[config.mk]
export PLATFORM = sky130hd
export DESIGN_NAME = mem_bus_unit
export DESIGN_NICKNAME = d
export VERILOG_FILES = /design/src/rtl/mem_bus_unit_pkg.sv /design/src/rtl/mem_bus_unit_lane_align.sv /design/src/rtl/mem_bus_unit.sv
export SDC_FILE = /design/constraint.sdc
export NUM_CORES = 1
export LEC_CHECK = 0
export CAP_MARGIN = 15
export CORE_ASPECT_RATIO = 1.75
export CORE_MARGIN = 5
export CORE_UTILIZATION = 45
export CTS_BUF_LIST = sky130_fd_sc_hd__clkbuf_16
export DETAILED_ROUTE_END_ITERATION = 10
export PLACE_DENSITY_LB_ADDON = 0.08
export SYNTH_ARGS = -nofsm -noshare
export SYNTH_HDL_FRONTEND = slang
export SYNTH_SLANG_ARGS = --single-unit
[constraint.sdc]
create_clock -name clk -period 6 [get_ports clk]
set_input_delay 1.8 -clock clk [delete_from_list [all_inputs] [get_ports clk]]
set_output_delay 1.8 -clock clk [all_outputs]
set_load 0.01 [all_outputs]
[src/rtl/mem_bus_unit_pkg.sv]
// rtl/mem_bus_unit_pkg.sv - memory op codes, FSM states and op classification helpers
package mem_bus_unit_pkg;

  localparam int MEMOP_W = 4;

  localparam logic [MEMOP_W-1:0] MEMOP_NOP = 4'd0;
  localparam logic [MEMOP_W-1:0] MEMOP_LB  = 4'd1;
  localparam logic [MEMOP_W-1:0] MEMOP_LBU = 4'd2;
  localparam logic [MEMOP_W-1:0] MEMOP_LH  = 4'd3;
  localparam logic [MEMOP_W-1:0] MEMOP_LHU = 4'd4;
  localparam logic [MEMOP_W-1:0] MEMOP_LW  = 4'd5;
  localparam logic [MEMOP_W-1:0] MEMOP_SB  = 4'd6;
  localparam logic [MEMOP_W-1:0] MEMOP_SH  = 4'd7;
  localparam logic [MEMOP_W-1:0] MEMOP_SW  = 4'd8;
  localparam logic [MEMOP_W-1:0] MEMOP_LL  = 4'd9;
  localparam logic [MEMOP_W-1:0] MEMOP_SC  = 4'd10;

  typedef enum logic [1:0] {
    ST_IDLE = 2'd0,
    ST_BUS  = 2'd1,
    ST_RESP = 2'd2
  } state_t;

  function automatic logic op_legal(input logic [MEMOP_W-1:0] op);
    return (op >= MEMOP_LB) && (op <= MEMOP_SC);
  endfunction

  function automatic logic op_is_load(input logic [MEMOP_W-1:0] op);
    return (op == MEMOP_LB) || (op == MEMOP_LBU) || (op == MEMOP_LH) ||
           (op == MEMOP_LHU) || (op == MEMOP_LW) || (op == MEMOP_LL);
  endfunction

endpackage

[src/rtl/mem_bus_unit_lane_align.sv]
// rtl/mem_bus_unit_lane_align.sv - byte-lane select, store replication, alignment check and load extension
module mem_bus_unit_lane_align
  import mem_bus_unit_pkg::*;
(
  input  logic [MEMOP_W-1:0] op,
  input  logic [1:0]         addr_lo,
  input  logic [31:0]        wdata,
  input  logic [31:0]        rdata,
  output logic [3:0]         sel,
  output logic [31:0]        wdata_rep,
  output logic               misaligned,
  output logic [31:0]        load_data
);

  logic [7:0]  byte_v;
  logic [15:0] half_v;

  // Big-endian lane decode: byte 0 lives in bits 31:24.
  always_comb begin
    sel        = 4'b0000;
    wdata_rep  = wdata;
    misaligned = 1'b0;
    load_data  = 32'h0;
    byte_v     = rdata[31:24];
    half_v     = addr_lo[1] ? rdata[15:0] : rdata[31:16];

    case (addr_lo)
      2'd0:    byte_v = rdata[31:24];
      2'd1:    byte_v = rdata[23:16];
      2'd2:    byte_v = rdata[15:8];
      default: byte_v = rdata[7:0];
    endcase

    case (op)
      MEMOP_LB, MEMOP_LBU, MEMOP_SB: begin
        sel       = 4'b1000 >> addr_lo;
        wdata_rep = {4{wdata[7:0]}};
      end
      MEMOP_LH, MEMOP_LHU, MEMOP_SH: begin
        sel        = addr_lo[1] ? 4'b0011 : 4'b1100;
        wdata_rep  = {2{wdata[15:0]}};
        misaligned = addr_lo[0];
      end
      MEMOP_LW, MEMOP_LL, MEMOP_SW, MEMOP_SC: begin
        sel        = 4'b1111;
        misaligned = |addr_lo;
      end
      default: ;
    endcase

    case (op)
      MEMOP_LB:           load_data = {{24{byte_v[7]}}, byte_v};
      MEMOP_LBU:          load_data = {24'h0, byte_v};
      MEMOP_LH:           load_data = {{16{half_v[15]}}, half_v};
      MEMOP_LHU:          load_data = {16'h0, half_v};
      MEMOP_LW, MEMOP_LL: load_data = rdata;
      default:            load_data = 32'h0;
    endcase
  end

endmodule

[src/rtl/mem_bus_unit.sv]
// rtl/mem_bus_unit.sv - MEM-stage load/store unit over a request/acknowledge bus with LL/SC support
module mem_bus_unit
  import mem_bus_unit_pkg::*;
#(
  parameter int ADDR_W        = 32,
  parameter int TIMEOUT       = 16,
  parameter bit LL_CHECK_ADDR = 1'b1
) (
  input  logic               clk,
  input  logic               rst,
  input  logic               req_valid_i,
  input  logic [MEMOP_W-1:0] req_op_i,
  input  logic [ADDR_W-1:0]  req_addr_i,
  input  logic [31:0]        req_wdata_i,
  input  logic               flush_i,
  output logic               stall_o,
  output logic               rsp_valid_o,
  output logic [31:0]        rsp_data_o,
  output logic               exc_adel_o,
  output logic               exc_ades_o,
  output logic               exc_buserr_o,
  output logic               llbit_o,
  output logic               bus_req_o,
  output logic               bus_we_o,
  output logic [ADDR_W-1:0]  bus_addr_o,
  output logic [3:0]         bus_sel_o,
  output logic [31:0]        bus_wdata_o,
  input  logic               bus_ack_i,
  input  logic [31:0]        bus_rdata_i,
  input  logic               bus_err_i
);

  localparam int CNT_W = (TIMEOUT > 1) ? $clog2(TIMEOUT) + 1 : 1;

  state_t               state_q, state_d;
  logic [MEMOP_W-1:0]   op_q;
  logic [1:0]           addr_lo_q;
  logic                 flushed_q;
  logic [CNT_W-1:0]     cnt_q;
  logic                 llbit_q;
  logic [ADDR_W-3:0]    link_q;
  logic [31:0]          rsp_data_q;
  logic                 adel_q, ades_q, buserr_q;
  logic                 bus_req_q, bus_we_q;
  logic [ADDR_W-1:0]    bus_addr_q;
  logic [3:0]           bus_sel_q;
  logic [31:0]          bus_wdata_q;

  logic [MEMOP_W-1:0]   op_mux;
  logic [1:0]           addr_lo_mux;
  logic [3:0]           sel;
  logic [31:0]          wdata_rep;
  logic                 misaligned;
  logic [31:0]          load_data;

  logic accept, is_sc_req, sc_ok, sc_fail, timeout_hit, bus_fail, bus_done;

  // The aligner sees the incoming request in IDLE and the latched op while the bus runs.
  assign op_mux      = (state_q == ST_IDLE) ? req_op_i : op_q;
  assign addr_lo_mux = (state_q == ST_IDLE) ? req_addr_i[1:0] : addr_lo_q;

  mem_bus_unit_lane_align u_align (
    .op         (op_mux),
    .addr_lo    (addr_lo_mux),
    .wdata      (req_wdata_i),
    .rdata      (bus_rdata_i),
    .sel        (sel),
    .wdata_rep  (wdata_rep),
    .misaligned (misaligned),
    .load_data  (load_data)
  );

  assign accept      = (state_q == ST_IDLE) && req_valid_i && op_legal(req_op_i) && !flush_i;
  assign is_sc_req   = (req_op_i == MEMOP_SC);
  assign sc_ok       = llbit_q && (!LL_CHECK_ADDR || (link_q == req_addr_i[ADDR_W-1:2]));
  assign sc_fail     = accept && is_sc_req && !misaligned && !sc_ok;
  assign timeout_hit = (TIMEOUT > 0) && (32'(cnt_q) == 32'(TIMEOUT - 1));
  assign bus_fail    = bus_err_i || timeout_hit;
  assign bus_done    = (state_q == ST_BUS) && (bus_ack_i || bus_fail);

  // State register.
  always_ff @(posedge clk) begin
    if (rst) state_q <= ST_IDLE;
    else     state_q <= state_d;
  end

  // Next-state: short-circuit to RESP for misaligned/failed SC; flushed bus ops return silently.
  always_comb begin
    state_d = state_q;
    case (state_q)
      ST_IDLE: if (accept) state_d = (misaligned || sc_fail) ? ST_RESP : ST_BUS;
      ST_BUS:  if (bus_done) state_d = (flushed_q || flush_i) ? ST_IDLE : ST_RESP;
      ST_RESP: state_d = ST_IDLE;
      default: state_d = ST_IDLE;
    endcase
  end

  // Request capture, bus drive, timeout counter and response registers.
  always_ff @(posedge clk) begin
    if (rst) begin
      op_q        <= MEMOP_NOP;
      addr_lo_q   <= 2'b00;
      flushed_q   <= 1'b0;
      cnt_q       <= '0;
      rsp_data_q  <= 32'h0;
      adel_q      <= 1'b0;
      ades_q      <= 1'b0;
      buserr_q    <= 1'b0;
      bus_req_q   <= 1'b0;
      bus_we_q    <= 1'b0;
      bus_addr_q  <= '0;
      bus_sel_q   <= 4'b0000;
      bus_wdata_q <= 32'h0;
    end else begin
      case (state_q)
        ST_IDLE: begin
          if (accept) begin
            op_q       <= req_op_i;
            addr_lo_q  <= req_addr_i[1:0];
            cnt_q      <= '0;
            flushed_q  <= 1'b0;
            rsp_data_q <= 32'h0;
            adel_q     <= misaligned && op_is_load(req_op_i);
            ades_q     <= misaligned && !op_is_load(req_op_i);
            buserr_q   <= 1'b0;
            if (!misaligned && !sc_fail) begin
              bus_req_q   <= 1'b1;
              bus_we_q    <= !op_is_load(req_op_i);
              bus_addr_q  <= {req_addr_i[ADDR_W-1:2], 2'b00};
              bus_sel_q   <= sel;
              bus_wdata_q <= wdata_rep;
            end
          end
        end
        ST_BUS: begin
          cnt_q <= cnt_q + CNT_W'(1);
          if (flush_i) flushed_q <= 1'b1;
          if (bus_done) begin
            bus_req_q   <= 1'b0;
            bus_we_q    <= 1'b0;
            bus_addr_q  <= '0;
            bus_sel_q   <= 4'b0000;
            bus_wdata_q <= 32'h0;
            flushed_q   <= 1'b0;
            if (bus_fail) begin
              buserr_q   <= 1'b1;
              rsp_data_q <= 32'h0;
            end else if (op_is_load(op_q)) begin
              rsp_data_q <= load_data;
            end else if (op_q == MEMOP_SC) begin
              rsp_data_q <= 32'h1;
            end else begin
              rsp_data_q <= 32'h0;
            end
          end
        end
        default: ;
      endcase
    end
  end

  // LL link tracking; a flush in any state overrides every other update.
  always_ff @(posedge clk) begin
    if (rst) begin
      llbit_q <= 1'b0;
      link_q  <= '0;
    end else if (flush_i) begin
      llbit_q <= 1'b0;
    end else if (sc_fail) begin
      llbit_q <= 1'b0;
    end else if (bus_done) begin
      if (bus_fail) begin
        if ((op_q == MEMOP_LL) || (op_q == MEMOP_SC)) llbit_q <= 1'b0;
      end else begin
        case (op_q)
          MEMOP_LL: begin
            if (!flushed_q) begin
              llbit_q <= 1'b1;
              link_q  <= bus_addr_q[ADDR_W-1:2];
            end
          end
          MEMOP_SC: llbit_q <= 1'b0;
          MEMOP_SB, MEMOP_SH, MEMOP_SW:
            if (bus_addr_q[ADDR_W-1:2] == link_q) llbit_q <= 1'b0;
          default: ;
        endcase
      end
    end
  end

  assign stall_o      = (state_q == ST_BUS) || accept;
  assign rsp_valid_o  = (state_q == ST_RESP) && !flush_i;
  assign rsp_data_o   = rsp_valid_o ? rsp_data_q : 32'h0;
  assign exc_adel_o   = rsp_valid_o && adel_q;
  assign exc_ades_o   = rsp_valid_o && ades_q;
  assign exc_buserr_o = rsp_valid_o && buserr_q;
  assign llbit_o      = llbit_q;
  assign bus_req_o    = bus_req_q;
  assign bus_we_o     = bus_we_q;
  assign bus_addr_o   = bus_addr_q;
  assign bus_sel_o    = bus_sel_q;
  assign bus_wdata_o  = bus_wdata_q;

endmodule

Yosys cells after proc, flatten, opt, wreduce, memory -nomap -nowiden
Index checks and enable logic that the tools add are counted.

Register bits: 150. Bits of input ports: 106. Output and inout bits: 108. Word-level logic and storage cells: 176.

Add/subtract/negate cells: 1. Order comparisons: 2. Equal/unequal tests: 42. Shifts and indexed selects: 1. Multiplexer cells: 53. Bitwise logic cells: 4. Reduce and logical (&&, ||, !) cells: 57.

Operators with widths (count): $mux W32 (10); $pmux W32 S2 (4); $pmux W32 S5 (1); $eq A30 B30 Y1 (2); $eq A4 B3 Y1 const B (10); $eq A4 B4 Y1 const B (8); $eq A4 B2 Y1 const B (6); $pmux W8 S3 (1); $mux W4 (5); $logic_and A1 B1 Y1 (16); $logic_or A1 B1 Y1 (16); $mux W16 (1); $mux W1 (15); $eq A4 B1 Y1 const B (3); $pmux W4 S3 (1); $reduce_or A3 Y1 (4); $mux W2 (5); $pmux W1 S2 (5); $pmux W5 S2 (1); $ne A3 B3 Y1 const B (3); $pmux W4 S2 (1); $reduce_and A4 Y1 (2); $ne A2 B2 Y1 const B (3); $reduce_and A2 Y1 (3); other kinds (21) (34).

Logic depth before layout (Yosys ltp)
Gate-level depths: netlist (run 1).

Word-level depth: 13. Gate-level depth with buffers: 12. Gate-level depth less buffers: 10.

By module
Synthesis (run 1) repeated with hierarchy kept, for this count alone.

Cell total of the unflattened synthesis: 812. Area, all modules: 7599.8 sq um.

Modules (own cells, without submodules): mem_bus_unit (times used 1, cells an instance 635, area an instance 6107.1 sq um, seq. area each 2962.8 sq um); mem_bus_unit_lane_align (times used 1, cells an instance 177, area an instance 1492.7 sq um, seq. area each 0.0 sq um).

Worst setup path after synthesis (run 1)
Ideal clock, no wire load.

Path type: input to output. Start point: input port flush_i. End point: output port rsp_data_o[22]. Arrival time: 2.765 ns. Data required time: 4.200 ns. Setup slack: 1.435 ns. Stages: 3. Path buffers: 1. Cell sequence: nor3b_1 > clkbuf_1 > and2_1.

Cells in the longest elaborated chain, start to end: 3.

Ends and longest elaborated chain: start, declared (line mem_bus_unit.sv:15) `input logic flush_i,`; $logic_not A1 Y1 (line mem_bus_unit.sv:192) `assign rsp_valid_o = (state_q == ST_RESP) && !flush_i;`; $logic_and A1 B1 Y1 (line mem_bus_unit.sv:192); net rsp_valid_o (line mem_bus_unit.sv:17) `output logic rsp_valid_o,`; $mux W32 (line mem_bus_unit.sv:193) `assign rsp_data_o = rsp_valid_o ? rsp_data_q : 32'h0;`; end, declared (line mem_bus_unit.sv:18) `output logic [31:0] rsp_data_o,`.

The timed path passes the listed nets, and every way through them passes these cells.

Worst setup path after layout (run 1)
Start point: input port flush_i. End point: output port rsp_data_o[5].

Cells in the longest elaborated chain, start to end: 3.

Ends and longest elaborated chain (line): $logic_not A1 Y1 (mem_bus_unit.sv:192); $logic_and A1 B1 Y1 (mem_bus_unit.sv:192); $mux W32 (mem_bus_unit.sv:193).

No other way between the ends.

==> metrics.txt, run 1 <==
pin count of the biggest net entering global routing 47; DP Worst Slack slightly above 0.6 ns; area occupied by multi-input gates ~0.0041 mm2; total number of vias 6809; ys async rst share 0%; placed instance count between 1000 and 1500; post-layout util slightly above 60%; post-synthesis cell type count 67; PwrDens between 200 and 250 mW/mm2; Fin. Hold Viols 0; I/O Buffers around 210; Longest Clk Path Bufs 2; Die H about 180 um; share of layout cells above drive strength 1 under 10%; CTS tree built; Synth warnings 0; Initial Util between 40% and 50%; Final min period ~5.4 ns; Int Pwr between 1.5 and 2 mW; CP Max Fanout 36; total power around 2.4 mW; Crit. End Element output port; Req. time, crit path between 4 and 5 ns; commonest non-fill, non-tap cell in the layout clkdlybuf4s50_1; dpl cell area 0.009567 mm2; sequential fraction of the synthesis area around 40%; Clock Sink Count approximately 150; cell repeated most along the worst path clkdlybuf4s50_1; Post CTS Setup Buffer Count 0; cell area after layout 0.01010 mm2; Core Area ~0.016 mm2; drt pass-1 iters 5; Setup TNS Final 0 ns; post-synthesis average cell area between 9 and 10 um2; Crit-path slowest cell clkdlybuf4s50_1; via/cell ratio roughly 5.7; post-route antenna net violation count 0; Main synth FF type dfxtp_1; status complete, no violations; Clock Power Share 39.8%; clk slew on worst S/H paths around 0.06 ns; wire per inst between 15 and 20 um; initial antenna violation count 0; first-pass GRT wire length between 30 and 40 mm; clk_lat worst skew around 0.43 ns; # IOs about 210; EDFF count, synth 0; H-Tree Depth 4; Arr. time, crit path ~3.6 ns; mapped cell area 0.007376 mm2; crit start category input pin; P_leak 3.556 nW; RSZ-0062 raised after global routing no; worst-margin pin slew around 1.1 ns; Detailed Place HPWL 17.28 mm; critical path startpoint flush_i; Die ar. ~0.019 mm2; clock skew between 0.008 and 0.009 ns; area delta synth->final 36.98%; fill cell count between 1000 and 1500; DIE WIDTH around 110 um; CTS resizes 0; residual DRC count 0; Hold-fix buffers, CTS 0; Comb pwr share 17.6%; register area about 0.0030 mm2; DR iter-0 viols roughly 340; cells along the critical path clkdlybuf4s50_1, nor3b_2, buf_4, and2_1, clkdlybuf4s50_1; vias in the first global route around 6700; reg2reg start state_q[0]; DRT Wirelength ~23 mm; Max Clk Rate roughly 190 MHz; Final Slew Violations 0; Hold/Removal Path Class flop to flop; WHS between 0.4 and 0.5 ns; commonest non-fill, non-tap cells in the layout clkdlybuf4s50_1 (210), dfxtp_1 (148), nand2_1 (120); post-synthesis cell count 813; Layout Nets roughly 1100; Worst VDD drop 0.1707 mV; count of final setup violators 0; Critical path buffers and inverters 3; Cell Rows 62; Max Cap Viol 0; Max-slew headroom between 20% and 30%; GRT Util Overall a little under a quarter; Crit path largest cell delay 0.54 ns; Final period util between 80 and 90%; Sw Pwr 688.5 uW; Final WS setup about 0.64 ns; Seq pwr share between 40% and 50%; worst hold start rsp_data_q[4]; synthesis-stage register bit count roughly 150; total gr overflow 0; n_diodes 0; Largest delay share family, worst path buffers and inverters; sw frac between 20% and 30%; Num CTS Buffers 17; GP Congestion between 0.9 and 1; Final Instance Count excl. Fillers about 1200; critical path type input pin to output port; Root Buffer clkbuf_16
## final timing paths
check        slack [ns]             end  cells after the start
max                0.64   rsp_data_o[5]                      5
min                0.44   rsp_data_q[4]                      2
max reg2reg        2.62  bus_addr_o[27]                      8
min reg2reg        0.44   rsp_data_q[4]                      2
## cells by family after synthesis
logic type	after synthesis	share of synthesized area, %
AOI/OAI and AO/OA	248	24.90
xor gates and xnor gates	60	7.125
adders and majority gates	2	0.3392
DFF	148	40.17
muxes	38	6.633
other	1	0.05084
buffers and inverters	68	4.428
and+or+nand+nor	248	16.35
## cell type report
class / instances / share of cell area (%)
multi-input combinational: 598 / 40.67
sequential: 148 / 29.33
inverter: 8 / 0.2972
tap: 192 / 2.378
timing repair buffer: 225 / 22.02
clock inverter: 15 / 1.102
clock buffer: 17 / 4.211
## registers in the layout, summed over array words and instances, names as in the netlist, 4 cells and up
signal and count:
bus_sel_o 4, cnt_q 5, link_q 30, bus_wdata_o 32, bus_addr_o 30, rsp_data_q 32, op_q 4
## Yosys cell counts, types with 3 or more instances
cell type | number | share of area [%]
a21o_1 | 4 | 0.41
a22o_1 | 51 | 6.1
mux2_2 | 7 | 1.1
xnor2_1 | 50 | 5.9
dfxtp_1 | 148 | 40
nand3_1 | 6 | 0.41
or3_1 | 4 | 0.34
and2_1 | 37 | 3.1
buf_4 | 5 | 0.51
mux2i_1 | 23 | 3.1
nor2_1 | 25 | 1.3
nand2_1 | 120 | 6.1
nor4_1 | 6 | 0.51
nand4_1 | 22 | 1.9
xor2_1 | 10 | 1.2
a21oi_1 | 77 | 5.2
mux4_2 | 8 | 2.4
o21ai_1 | 26 | 1.8
o2bb2ai_1 | 4 | 0.47
o21ai_0 | 20 | 1.4
nand2b_1 | 7 | 0.59
inv_1 | 8 | 0.41
nor2b_1 | 3 | 0.25
o2bb2ai_2 | 20 | 4.1
buf_6 | 4 | 0.61
buf_2 | 18 | 1.2
a221oi_1 | 8 | 0.95
nor3_1 | 5 | 0.34
a222oi_1 | 7 | 0.95
clkbuf_1 | 33 | 1.7
## worst reg2reg max path: stages (launching register included)
cell and delay (ns):
dfxtp_1 0.48, nor2_4 0.45, mux2_2 0.41, o22ai_1 0.34
a21bo_1 0.20, and2_1 0.15, a211o_2 0.70, buf_4 0.40
a22o_1 0.19
## routing by layer
| metal | GRT usage [%] | part of all wire, % | vias to the layer above |
|---|---|---|---|
| li1 | - | - | 3325 |
| met1 | 24.55 | 37 | 3217 |
| met2 | 44.30 | 54 | 218 |
| met3 | 5.414 | 5.1 | 49 |
| met4 | 10.93 | 3.8 | 0 |
| met5 | 0 | 0 | - |
## power groups by stage
| stage | registers, mW | logic, mW | clock network (mW) |
|---|---|---|---|
| CTS | 1.04 | 0.431 | 0.992 |
| global route | 1.04 | 0.459 | 1.03 |
| floorplan | 1.07 | 0.224 | 0 |
| detailed placement | 1.06 | 0.429 | 0 |
| global placement | 1.06 | 0.427 | 0 |
| finish | 1.04 | 0.429 | 0.973 |
Note: power is estimated with default switching activity, not from simulation.
==> inputs of run 2 (changes only) <==
--- a/config.mk
+++ b/config.mk
@@ -8,10 +8,11 @@
 export CAP_MARGIN = 15
 export CORE_ASPECT_RATIO = 1.75
 export CORE_MARGIN = 5
-export CORE_UTILIZATION = 45
-export CTS_BUF_LIST = sky130_fd_sc_hd__clkbuf_16
+export CORE_UTILIZATION = 54
+export CTS_BUF_LIST = sky130_fd_sc_hd__clkbuf_8
 export DETAILED_ROUTE_END_ITERATION = 10
 export PLACE_DENSITY_LB_ADDON = 0.08
 export SYNTH_ARGS = -nofsm -noshare
 export SYNTH_HDL_FRONTEND = slang
+export SYNTH_HIERARCHICAL = 1
 export SYNTH_SLANG_ARGS = --single-unit
==> run 2 against run 1 <==
Effect of this change:
- core utilization up 11 points
- combinational power increased by 11%
- non-clock buffer count fell by 1
- power fell by 6.4%
- critical path depth up 1
- clock power shrank 21%
- clock skew grew 0.0077 ns
- worst setup slack got worse by 0.32 ns
- highest routed layer unchanged
- design area shrank 0.27%
- synthesized cell count fell by 0.12%
- sequential power barely moved
- cell count decreased by 2.4%
==> metrics.txt, run 2 <==
status complete, no violations (unchanged); share of layout cells above drive strength 1 9.829% (was 9.397%); Setup TNS Final 0 ns (unchanged); EDFF count, synth 0 (unchanged); Longest Clk Path Bufs 2 (unchanged); critical path type input pin to output port (unchanged); post-synthesis mux area share 6.651% (was 6.633%); PwrDens 227.0 mW/mm2 (was 241.8 mW/mm2); Fin. Hold Viols 0 (unchanged); clk_lat worst skew 0.45 ns (was 0.43 ns); Post CTS Setup Buffer Count 0 (unchanged); Crit. End Element output port (unchanged); Layout Nets 1092 (was 1106); area delta synth->final 32.58% (was 36.98%); H-Tree Depth 4 (unchanged); Detailed Place HPWL 17.73 mm (was 17.28 mm); first-pass GRT wire length 37.64 mm (was 35.27 mm); most frequent cell after synthesis dfxtp_1 (unchanged); Final period util 94.74% (was 89.36%); Num CTS Buffers 17 (unchanged); Max Cap Viol 0 (unchanged); CTS tree built (unchanged); n_diodes 0 (unchanged); commonest non-fill, non-tap cell in the layout clkdlybuf4s50_1 (unchanged); post-synth top area share 38.99% (was 40.17%); R2R setup slack 2.07 ns (was 2.62 ns); GP Congestion 0.9351 (was 0.9232); count of final setup violators 0 (unchanged); Core Area 0.01384 mm2 (was 0.01629 mm2); Hold/Removal Path Class flop to flop (unchanged); Compound-Gate Fraction of Synth Area 25.44% (was 24.90%); sequential fraction of the synthesis area 38.99% (was 40.17%); synthesis-stage register bit count 148 (unchanged); RSZ-0062 raised after global routing no (unchanged); post-synthesis adder-cell area fraction 0.4610% (was 0.3393%); DRT Wirelength 24.24 mm (was 23.16 mm); post-route antenna net violation count 0 (unchanged); Initial Util 54.93% (was 45.28%); Synth Area in Simple Gates 14.77% (was 16.35%); DR iter-0 viols 620 (was 341); post-synthesis cell type count 62 (was 67); total gr overflow 0 (unchanged); residual DRC count 0 (unchanged); P_leak 4.039 nW (was 3.556 nW); main combinational cell family by area after synthesis compound AO/OA/AOI/OAI gates (unchanged); I/O Buffers 211 (unchanged); Root Buffer clkbuf_8 (was clkbuf_16); crit start category input pin (unchanged); Yosys top cell by area dfxtp_1 (unchanged); Req. time, crit path 4.20 ns (about the same); Cell Rows 57 (was 62); vias in the first global route 7344 (was 6727); Hold-fix buffers, CTS 0 (unchanged); wire per inst 20.64 um (was 19.25 um); commonest non-fill, non-tap cells in the layout clkdlybuf4s50_1 (210), dfxtp_1 (148), a22o_1 (98) (was clkdlybuf4s50_1 (210), dfxtp_1 (148), nand2_1 (120)); Die ar. 0.01664 mm2 (was 0.01915 mm2); Worst VDD drop 0.1404 mV (was 0.1707 mV); Arr. time, crit path 3.88 ns (was 3.56 ns); Final Instance Count excl. Fillers 1174 (was 1203); post-synthesis average cell area 9.359 um2 (was 9.072 um2); most frequent cells after synthesis dfxtp_1 (148), a22o_1 (98), nand2_1 (79) (was dfxtp_1 (148), nand2_1 (120), a21oi_1 (77)); worst-margin pin slew 1.039 ns (was 1.079 ns); Main synth FF type dfxtp_1 (unchanged); Synth warnings 6 (was 0); Final min period 5.684 ns (was 5.361 ns); Max Clk Rate 175.9 MHz (was 186.5 MHz); via/cell ratio 6.098 (was 5.660); ys async rst share 0% (unchanged); clk slew on worst S/H paths 0.09 ns (was 0.06 ns); placed instance count 1141 (was 1171); Clock Sink Count 148 (unchanged); DIE WIDTH 99.68 um (was 106.8 um); initial antenna violation count 0 (unchanged); # IOs 214 (unchanged); post-synthesis cell count 812 (was 813); xor and xnor area share after synthesis 7.260% (was 7.125%); total number of vias 7159 (was 6809); mapped cell area 0.007600 mm2 (was 0.007376 mm2); CTS resizes 0 (unchanged); pin count of the biggest net entering global routing 69 (was 47); synth top area cells dfxtp_1 (39%), a22o_1 (11%), xor2_1 (5.5%), mux2_2 (4.1%), nand2_1 (3.9%) (was dfxtp_1 (40%), nand2_1 (6.1%), a22o_1 (6.1%), xnor2_1 (5.9%), a21oi_1 (5.2%)); Die H 166.9 um (was 179.4 um); clock skew 0.01638 ns (was 0.008696 ns); Max-slew headroom 30.33% (was 27.81%); Final Slew Violations 0 (unchanged); GRT Util Overall 28.25% (was 23.57%); CP Max Fanout 7 (was 36); drt pass-1 iters 6 (was 5)
-- run 2: cell types whose count changed in the layout (fill, tap and decap cells not counted), moves of 20 or more --
cell,change
a22o_1,+47
nand2_1,-41
xor2_1,+38
xnor2_1,-35
a21oi_1,-26
o21ai_1,-26
mux2i_1,-22
mux2_2,+21
o2bb2ai_2,-20
-- run 2: path summary, 6_finish.rpt --
path / start / to / cells after the start
worst max-delay path: flush_i / stall_o / 6
worst min-delay path: addr_lo_q[1] / addr_lo_q[1] / 2
worst max register to register: state_q[0] / bus_wdata_o[25] / 8
worst min register to register: addr_lo_q[1] / addr_lo_q[1] / 2
-- run 2: cells by family (layout without fill, tap and decap cells) --
group           count (synthesis)  after routing
compound gates                250            250
xor+xnor                       63             63
fa+ha+maj                       3              3
buf+inv                        96            280
flops                         148            148
mux                            37             37
other cells                     1              2
simple gates                  214            214
-- run 2: layer usage --
layer  share of wire (%)  vias to the layer above  GRT usage, %  wire length (um)
li1                    -                     3299             -                 -
met1                  35                     3376         30.06              8520
met2                  52                      391         49.29             12520
met3                 6.3                       93         5.190              1522
met4                 6.9                        0         19.38              1677
met5                   0                        -             0                 0
-- run 2: area by class of cell --
type | count | area, um2
Timing Repair Buffer | 224 | 2237
Sequential cell | 148 | 2963
Clock inverter | 14 | 142.6
Inverter | 24 | 90.09
Multi-Input combinational cell | 569 | 4174
Fill cell | 1044 | 3760
Clock buffer | 18 | 247.7
Tap cell | 177 | 221.5
-- run 2: critical path, cell delays in order --
cell             delay [ns]
clkdlybuf4s50_1        0.55
or4b_4                 0.57
a221oi_4               0.23
nor2_1                 0.11
inv_1                  0.09
clkdlybuf4s50_1        0.54
-- run 2: through the flow --
step | util, % | worst slack, ns | total power, mW | cell area (um2) | hold WS, ns
after floorplan | - | 1.321 | 1.328 | 7604 | 0.4273
after global placement | 69.80 | 0.3404 | 1.518 | 9658 | 0.4395
after detailed placement | 69.80 | 0.2947 | 1.531 | 9658 | 0.4505
after CTS | 72.63 | 0.2881 | 2.291 | 10050 | 0.4695
after global routing | 72.83 | 0.2163 | 2.369 | 10080 | 0.4921
final | 72.83 | 0.3155 | 2.287 | 10080 | 0.4704
-- run 2: where the power goes --
group,total [mW],leakage (nW),switching (mW),internal (mW)
Clock,0.769,0.194,0.418,0.351
Sequential,1.04,1.20,0.0280,1.01
Combinational,0.478,2.65,0.242,0.236
Total,2.29,4.04,0.688,1.60
